==> src/rtl/dsp_mac_sequencer.sv <==
// Sequences one dot-product job through an external DSP slice: per-beat operand, opmode and pipeline enables.
// Latency: beat acceptance to opmode is OPM_DLY cycles; last beat to res_valid is LAT+2 cycles; len=0 answers next cycle.
// Backpressure: in_ready is high only in RUN; the result is held in DONE until res_ready, and start is ignored while busy.
module dsp_mac_sequencer #(
    parameter int LAT     = 3,
    parameter int OPM_DLY = 1,
    parameter int LEN_W   = 8
) (
    input  logic             clk,
    input  logic             rstn,
    input  logic             start,
    input  logic [LEN_W-1:0] len,
    input  logic             abort,
    output logic             busy,
    input  logic             in_valid,
    output logic             in_ready,
    input  logic [17:0]      a_in,
    input  logic [17:0]      b_in,
    output logic [17:0]      dsp_A,
    output logic [17:0]      dsp_B,
    output logic             dsp_ceA,
    output logic             dsp_ceB,
    output logic             dsp_ceM,
    output logic             dsp_ceP,
    output logic             dsp_ceOPMODE,
    output logic             dsp_rstP,
    output logic [7:0]       dsp_opmode,
    input  logic [47:0]      dsp_P,
    output logic             res_valid,
    input  logic             res_ready,
    output logic [47:0]      res_data
);

    localparam int         DRN_W     = $clog2(LAT + 1);
    // X=M, Z=0: first beat starts a fresh sum regardless of what P held before
    localparam logic [7:0] OPM_FIRST = 8'h01;
    // X=M, Z=P: later beats accumulate onto the running sum
    localparam logic [7:0] OPM_ACC   = 8'h09;

    typedef enum logic [1:0] {IDLE, RUN, DRAIN, DONE} state_t;

    state_t             state, state_nxt;
    logic [LEN_W-1:0]   beat_cnt;
    logic [DRN_W-1:0]   drn_cnt;
    logic               first_q;
    logic               rstp_q;
    logic [47:0]        res_q;
    // each stage: {issue flag, opmode}
    logic [8:0]         opm_line [OPM_DLY];

    logic               accept;
    logic               abort_take;

    assign accept     = in_valid && (state == RUN);
    assign abort_take = abort && ((state == RUN) || (state == DRAIN));

    // State register
    always_ff @(posedge clk) begin
        if (!rstn) begin
            state <= IDLE;
        end else begin
            state <= state_nxt;
        end
    end

    // Next-state decode; abort takes priority over last beat and drain expiry
    always_comb begin
        state_nxt = state;
        case (state)
            IDLE: begin
                if (start) begin
                    state_nxt = (len != '0) ? RUN : DONE;
                end
            end
            RUN: begin
                if (abort) begin
                    state_nxt = IDLE;
                end else if (accept && (beat_cnt == LEN_W'(1))) begin
                    state_nxt = DRAIN;
                end
            end
            DRAIN: begin
                if (abort) begin
                    state_nxt = IDLE;
                end else if (drn_cnt == '0) begin
                    state_nxt = DONE;
                end
            end
            DONE: begin
                if (res_ready) begin
                    state_nxt = IDLE;
                end
            end
            default: state_nxt = IDLE;
        endcase
    end

    // Output decode from state, counters and the opmode delay line
    always_comb begin
        busy         = (state != IDLE);
        in_ready     = (state == RUN);
        dsp_ceA      = accept;
        dsp_ceB      = accept;
        dsp_A        = accept ? a_in : '0;
        dsp_B        = accept ? b_in : '0;
        dsp_ceM      = (state == RUN) || ((state == DRAIN) && (drn_cnt != '0));
        dsp_ceP      = (state == RUN) || ((state == DRAIN) && (drn_cnt != '0));
        dsp_ceOPMODE = opm_line[OPM_DLY-1][8];
        dsp_opmode   = opm_line[OPM_DLY-1][7:0];
        dsp_rstP     = rstp_q;
        res_valid    = (state == DONE);
        res_data     = res_q;
    end

    // Beat and drain counters, first-beat flag, result capture and P-clear pulse
    always_ff @(posedge clk) begin
        if (!rstn) begin
            beat_cnt <= '0;
            drn_cnt  <= '0;
            first_q  <= 1'b0;
            rstp_q   <= 1'b1;
            res_q    <= '0;
        end else begin
            rstp_q <= abort_take;
            case (state)
                IDLE: begin
                    if (start) begin
                        beat_cnt <= len;
                        first_q  <= 1'b1;
                        res_q    <= '0;
                    end
                end
                RUN: begin
                    if (accept && !abort) begin
                        beat_cnt <= beat_cnt - LEN_W'(1);
                        first_q  <= 1'b0;
                        if (beat_cnt == LEN_W'(1)) begin
                            drn_cnt <= DRN_W'(LAT);
                        end
                    end
                end
                DRAIN: begin
                    if (!abort) begin
                        if (drn_cnt != '0) begin
                            drn_cnt <= drn_cnt - DRN_W'(1);
                        end else begin
                            res_q <= dsp_P;
                        end
                    end
                end
                default: ;
            endcase
        end
    end

    // Opmode delay line aligns each beat's opmode with its product entering the M stage
    always_ff @(posedge clk) begin
        if (!rstn || abort_take) begin
            for (int i = 0; i < OPM_DLY; i++) begin
                opm_line[i] <= '0;
            end
        end else begin
            opm_line[0] <= accept ? {1'b1, (first_q ? OPM_FIRST : OPM_ACC)} : 9'h000;
            for (int i = 1; i < OPM_DLY; i++) begin
                opm_line[i] <= opm_line[i-1];
            end
        end
    end

endmodule

==> config.mk <==
export PLATFORM = sky130hd
export DESIGN_NAME = dsp_mac_sequencer
export DESIGN_NICKNAME = d
export VERILOG_FILES = /design/src/rtl/dsp_mac_sequencer.sv
export SDC_FILE = /design/constraint.sdc
export NUM_CORES = 1
export LEC_CHECK = 0
export ABC_AREA = 0
export CELL_PAD_IN_SITES_DETAIL_PLACEMENT = 1
export CELL_PAD_IN_SITES_GLOBAL_PLACEMENT = 1
export CORE_MARGIN = 1.5
export CORE_UTILIZATION = 22
export CTS_CLUSTER_SIZE = 30
export DETAILED_ROUTE_END_ITERATION = 10
export PLACE_DENSITY = 0.77
export SYNTH_ARGS = -nofsm -noshare
export SYNTH_HDL_FRONTEND = slang
export SYNTH_SLANG_ARGS = --single-unit
==> constraint.sdc <==
create_clock -name clk -period 1.7 [get_ports clk]
set_input_delay 0.34 -clock clk [delete_from_list [all_inputs] [get_ports clk]]
set_output_delay 0.34 -clock clk [all_outputs]
set_load 0.02 [all_outputs]
==> results of run 1 <==
-- state kept, by name (all words and copies together), names as in the netlist --
| register | count |
|---|---|
| dsp_rstP | 1 |
| state | 2 |
| beat_cnt | 8 |
| drn_cnt | 2 |
| res_data | 48 |
| opm_line | 2 |
| first_q | 1 |
-- cell families after synthesis --
group,count (synthesis),synth area share (%)
adders and majority gates,7,2.849
other,1,0.1220
buffers and inverters,53,7.977
DFF,64,41.68
muxes,1,0.3256
AOI/OAI and AO/OA,90,17.54
and+or+nand+nor,182,29.51
-- metrics by stage --
step                      utilization, %  power [mW]  area (sq um)  hold WS, ns
after global routing               50.16       12.17          6909       0.4697
after floorplan                        -       4.504          3148       0.4011
after CTS                          46.56       10.42          6412       0.4533
after detailed placement           39.59       6.456          5453       0.4456
after global placement             39.59       6.314          5453       0.4352
final                              50.16       11.54          6909       0.4524
-- placed cells by master, fill, tap and decap left out, drive strengths merged, types with 12 or more instances in the layout --
cell type        n
dfxtp           64
nor2            13
inv             13
clkdlybuf4s50  135
a21oi           59
nand3           48
and3            37
clkbuf          13
buf            117
dlymetal6s2s    12
nand2           62
-- power by group --
group	switching, mW	internal, mW
combinational	3.51	3.71
sequential	0.239	1.76
clock	0.735	1.59
total	4.48	7.06
-- what timing repair did --
action / in CTS / in global routing
buffers inserted: 16 / 12
endpoints found under the setup margin: 104 / 102
cloned: 6 / 5
hold buffers: 0 / 0
pin swaps: 12 / 32
resized for setup: 310 / 95
-- cell type report --
class / instances / area (sq um)
Tap cell: 180 / 225.2
Sequential cell: 64 / 1285
Clock inverter: 7 / 142.6
Antenna cell: 1 / 2.502
Fill cell: 1526 / 6864
Clock buffer: 9 / 225.2
Timing Repair Buffer: 271 / 2942
Multi-Input combinational cell: 286 / 2039
Inverter: 12 / 47.55
-- per-layer routing --
layer  part of all wire (%)  vias up  GRT usage (%)  wire [um]
met1                     36     1934          19.00       5613
met3                    7.2       22          5.263       1118
met5                      0        -              0          0
met2                     55      156          37.64       8506
met4                    2.0        0          9.779        315
li1                       -     1871              -          -
-- cell usage after synthesis (2+ instances only) --
cell       n
buf_4     10
buf_2      7
nand3_1   48
inv_1     10
nand2_1   62
dfxtp_1   64
o21ai_1    3
a21oi_1   59
nor3_1     4
nor2b_1    3
o21ai_0    6
nand3b_1   2
nor4_1     2
nand2b_1   5
o211ai_1   2
clkbuf_1  19
o22ai_1    2
a211oi_1   3
inv_2      2
buf_1      5
nor2_1    13
and3_1    37
ha_1       7
-- worst max-delay path by stage --
stage	start	endpoint	slack, ns
2_1_floorplan	state[1]	dsp_B[10]	-0.05
3_3_place_gp	in_valid	dsp_B[17]	-0.47
3_5_place_dp	state[1]	beat_cnt[0]	-0.54
4_1_cts	state[0]	res_data[7]	-0.15
5_1_grt	state[0]	res_data[11]	-0.25
6_report	state[0]	res_data[42]	-0.17
==> results.yml, run 1 <==
synth:
  synth-edff-count: 0
  ys_seq_area_share_pct: 41.68
  synth_ff_type: "dfxtp_1"
  ys_warn_count: 0
  ys_top_cells_by_area: "dfxtp_1 42%, a21oi_1 9.6%, nand3_1 7.8%, nand2_1 7.6%, and3_1 7.5%"
  netlist.area_leader.share_pct: 41.68
  ys_types: 46
  synth-seq-cells: 64
  syn_area_sq_um: 3074
  syn_inst: 398
  synth_top_cell_by_area: "dfxtp_1"
  syn-mean-instance-area_sq_um: 7.724
  ys_async_sr_fraction_pct: 0
timing:
  timing.final.ws_setup_ns: -0.1709
  final-setup-viol-count: 99
  skew_ns: 0.008136
  slew_viol_final: 0
  max_freq_mhz: 534.5
  finalSetupTns_ns: -11.15
  min_period_ns: 1.871
  period_share_pct: 110.1
  hold_viol: 0
  rsz0062_at_grt: "true"
finish:
  drive_above_1_share_pct: 37.60
  final_nets: 749
  areaGrowthSynthToFinish_pct: 124.7
  post_layout_nonfiller_instances: 830
critical_path:
  path_class: "reg -> reg"
  path_depth: 11
  rr_worst_depth: 11
  slowest_stage: "dfxtp_2"
  required_ns: 1.96
  ff2ff_setup_slack_ns: -0.17
  critPathBufInv: 6
  cp_common_cell: "buf_6"
  worst-path-max-fanout: 8
  path_cells: "buf_6, inv_4, ha_4, buf_8, and3b_2, buf_6, o21ai_4, buf_6, clkbuf_16, nand2_1, a21oi_1"
  crit_family: "buffers and inverters"
  cp-end-kind: "flip-flop"
  max_stage_delay_ns: 0.33
  r2r_start: "state[0]"
  cp-start-kind: "flip-flop"
  r2r_end: "res_data[42]"
  arrival_ns: 2.13
floorplan:
  ios: 199
  die_x_um: 121.2
  die_y_um: 121.2
  dieArea_sq_um: 14690
  start_util_pct: 22.32
  num_rows: 43
  core_area_sq_um: 13770
status:
  status: "complete, but fails checks"
  failed_checks: "setup timing"
cts:
  clk_latency_ns: 0.34
  ctsHtreeMaxLevel: 3
  cts_root_buffer: "clkbuf_16"
  numCtsBuffers: 9
  clock_path_buffers: 2
  clkTransAtPathRegs_ns: 0.06
  cts_sinks: 64
  cts_tree: "built"
grt:
  grt_use_total_pct: 19.56
  grt_max_degree: 29
  overflow: 0
  antenna_found_initial: 1
  grt_pass1_vias: 4249
  grt_pass1_wl_mm: 22.20
flow_run:
  drv_cap: 0
power:
  static-leakage-power_nw: 2.953
  pwr_density_cell_nw_per_um2: 1670
  peakVddDrop_v: 0.0005889
min_path:
  hp-class: "reg -> reg"
  whs_endpoint: "opm_line[0][3]"
  min-delay-start: "first_q"
  hold_depth: 1
placement:
  io_buffers: 192
  dp_cells: 775
  gp_congestion: 0.7909
  post-place-ws_ns: -0.5369
  dp_hpwl_mm: 9.497
drt:
  postRouteAntennaNets: 0
  drtIter0Drc: 127
  wl_per_cell_um: 18.74
  drt_first_pass_iters: 5
  via_per_inst: 4.799
  routed_wl_mm: 15.55
  drc: 0
  vias: 3983
Power figures use the tool's default switching activity.
==> run 2, diff against run 1 <==
Settings changed: CORE_UTILIZATION 22 to 24, PLACE_DENSITY 0.77 to 0.79.
Clock period 1.7 ns to 2.1 ns, I/O delays scaled along.
==> results.yml, run 2 (same netlist as run 1, synthesis figures left out) <==
grt:
  overflow: 0
  grt_max_degree: 40
  grt_use_total_pct: 17.35
  grt_pass1_vias: 3655
  grt_pass1_wl_mm: 18.16
  antenna_found_initial: 0
placement:
  dp_hpwl_mm: 9.165
  io_buffers: 192
  gp_congestion: 0.8389
  post-place-ws_ns: -0.2349
  dp_cells: 749
timing:
  min_period_ns: 2.003
  period_share_pct: 95.36
  slew_viol_final: 0
  final-setup-viol-count: 0
  hold_viol: 0
  rsz0062_at_grt: "false"
  max_freq_mhz: 499.4
  timing.final.ws_setup_ns: 0.09746
  finalSetupTns_ns: 0
  skew_ns: 0.006019
cts:
  ctsHtreeMaxLevel: 3
  clock_path_buffers: 2
  clk_latency_ns: 0.33
  cts_sinks: 64
  numCtsBuffers: 9
  clkTransAtPathRegs_ns: 0.05
  cts_tree: "built"
  cts_root_buffer: "clkbuf_16"
floorplan:
  die_x_um: 116.2
  core_area_sq_um: 12570
  die_y_um: 116.2
  dieArea_sq_um: 13500
  num_rows: 41
  start_util_pct: 24.46
  ios: 199
critical_path:
  required_ns: 1.68
  rr_worst_depth: 8
  arrival_ns: 1.58
  path_class: "reg -> out"
  cp-end-kind: "output pin"
  crit_path_start: "state[1]"
  cp-start-kind: "flip-flop"
  slowest_stage: "dlygate4sd2_1"
  r2r_start: "state[1]"
  r2r_end: "res_data[12]"
  max_stage_delay_ns: 0.36
  worst-path-max-fanout: 3
  ff2ff_setup_slack_ns: 0.17
  path_cells: "buf_4, ha_2, inv_1, o21ai_1, dlygate4sd2_1"
power:
  static-leakage-power_nw: 2.173
  peakVddDrop_v: 0.0005713
  pwr_density_cell_nw_per_um2: 1194
finish:
  final-seq-area_sq_um: 1282
  nFillCells: 1507
  drive_above_1_share_pct: 14.67
  antenna_cells: 0
  layout_common_cells: "150 x clkdlybuf4s50_1, 63 x dfxtp_1, 62 x nand2_1, 59 x a21oi_1, 48 x nand3_1"
  post_layout_nonfiller_instances: 765
  final_nets: 693
  multi_input_area_sq_um: 1584
  areaGrowthSynthToFinish_pct: 75.70
  layout_commonest_cell: "clkdlybuf4s50_1"
  largest_reg_flops: 48
flow_run:
  drv_cap: 0
status:
  status: "complete, no violations"
drt:
  via_per_inst: 4.753
  wl_per_cell_um: 15.76
  vias: 3636
  drc: 0
  routed_wl_mm: 12.05
  postRouteAntennaNets: 0
  drt_first_pass_iters: 4
  drtIter0Drc: 132
min_path:
  min-delay-start: "first_q"
  hold_depth: 1
  whs_endpoint: "opm_line[0][3]"
  hp-class: "reg -> reg"
run 2: layout make-up:
cell class | count | share of cell area (%)
repair buffers | 215 | 36.58
multi-input cells | 286 | 29.33
flip-flops and latches | 64 | 23.74
clock buffers | 11 | 4.494
well taps | 172 | 3.984
clock inverters | 5 | 1.042
inverters | 12 | 0.8339
run 2: metal layers:
layer | track usage, % | vias up | part of all wire [%]
met2 | 33.14 | 139 | 52
met5 | 0 | - | 0
met4 | 6.423 | 0 | 2.1
met3 | 6.279 | 18 | 9.3
met1 | 17.10 | 1724 | 37
li1 | - | 1755 | -
run 2: critical path, delay by kind of cell, from the launching register on:
family | cells | cell delay (ns)
adders and majority gates | 1 | 0.19
DFF | 1 | 0.32
buffers and inverters | 3 | 0.54
AOI/OAI and AO/OA | 1 | 0.20
run 2: repair_timing:
action,CTS,global route
hold buffers,0,0
setup buffers,0,0
setup endpoints to repair,42,65
resized for setup,75,47
run 2: worst max path at each step:
stage / cells past startpoint / end
after floorplan: 6 / dsp_B[10]
after global routing: 5 / dsp_ceM
after global placement: 5 / dsp_ceB
after detailed placement: 5 / dsp_ceB
final: 5 / dsp_ceM
after CTS: 4 / dsp_A[15]
run 2: per-stage QoR:
stage	util [%]	hold slack, ns	area (sq um)	total power [mW]
2_1_floorplan	-	0.4011	3094	3.586
3_3_place_gp	42.01	0.4190	5280	5.008
3_5_place_dp	42.01	0.4299	5280	5.125
4_1_cts	44.31	0.4399	5569	6.576
5_1_grt	42.98	0.4717	5401	6.910
6_report	42.98	0.4338	5401	6.447
run 2: power breakdown:
group | switching [mW] | internal [mW] | total (mW)
logic | 1.97 | 1.38 | 3.35
clock network | 0.546 | 0.949 | 1.49
registers | 0.179 | 1.42 | 1.60
total | 2.70 | 3.75 | 6.45
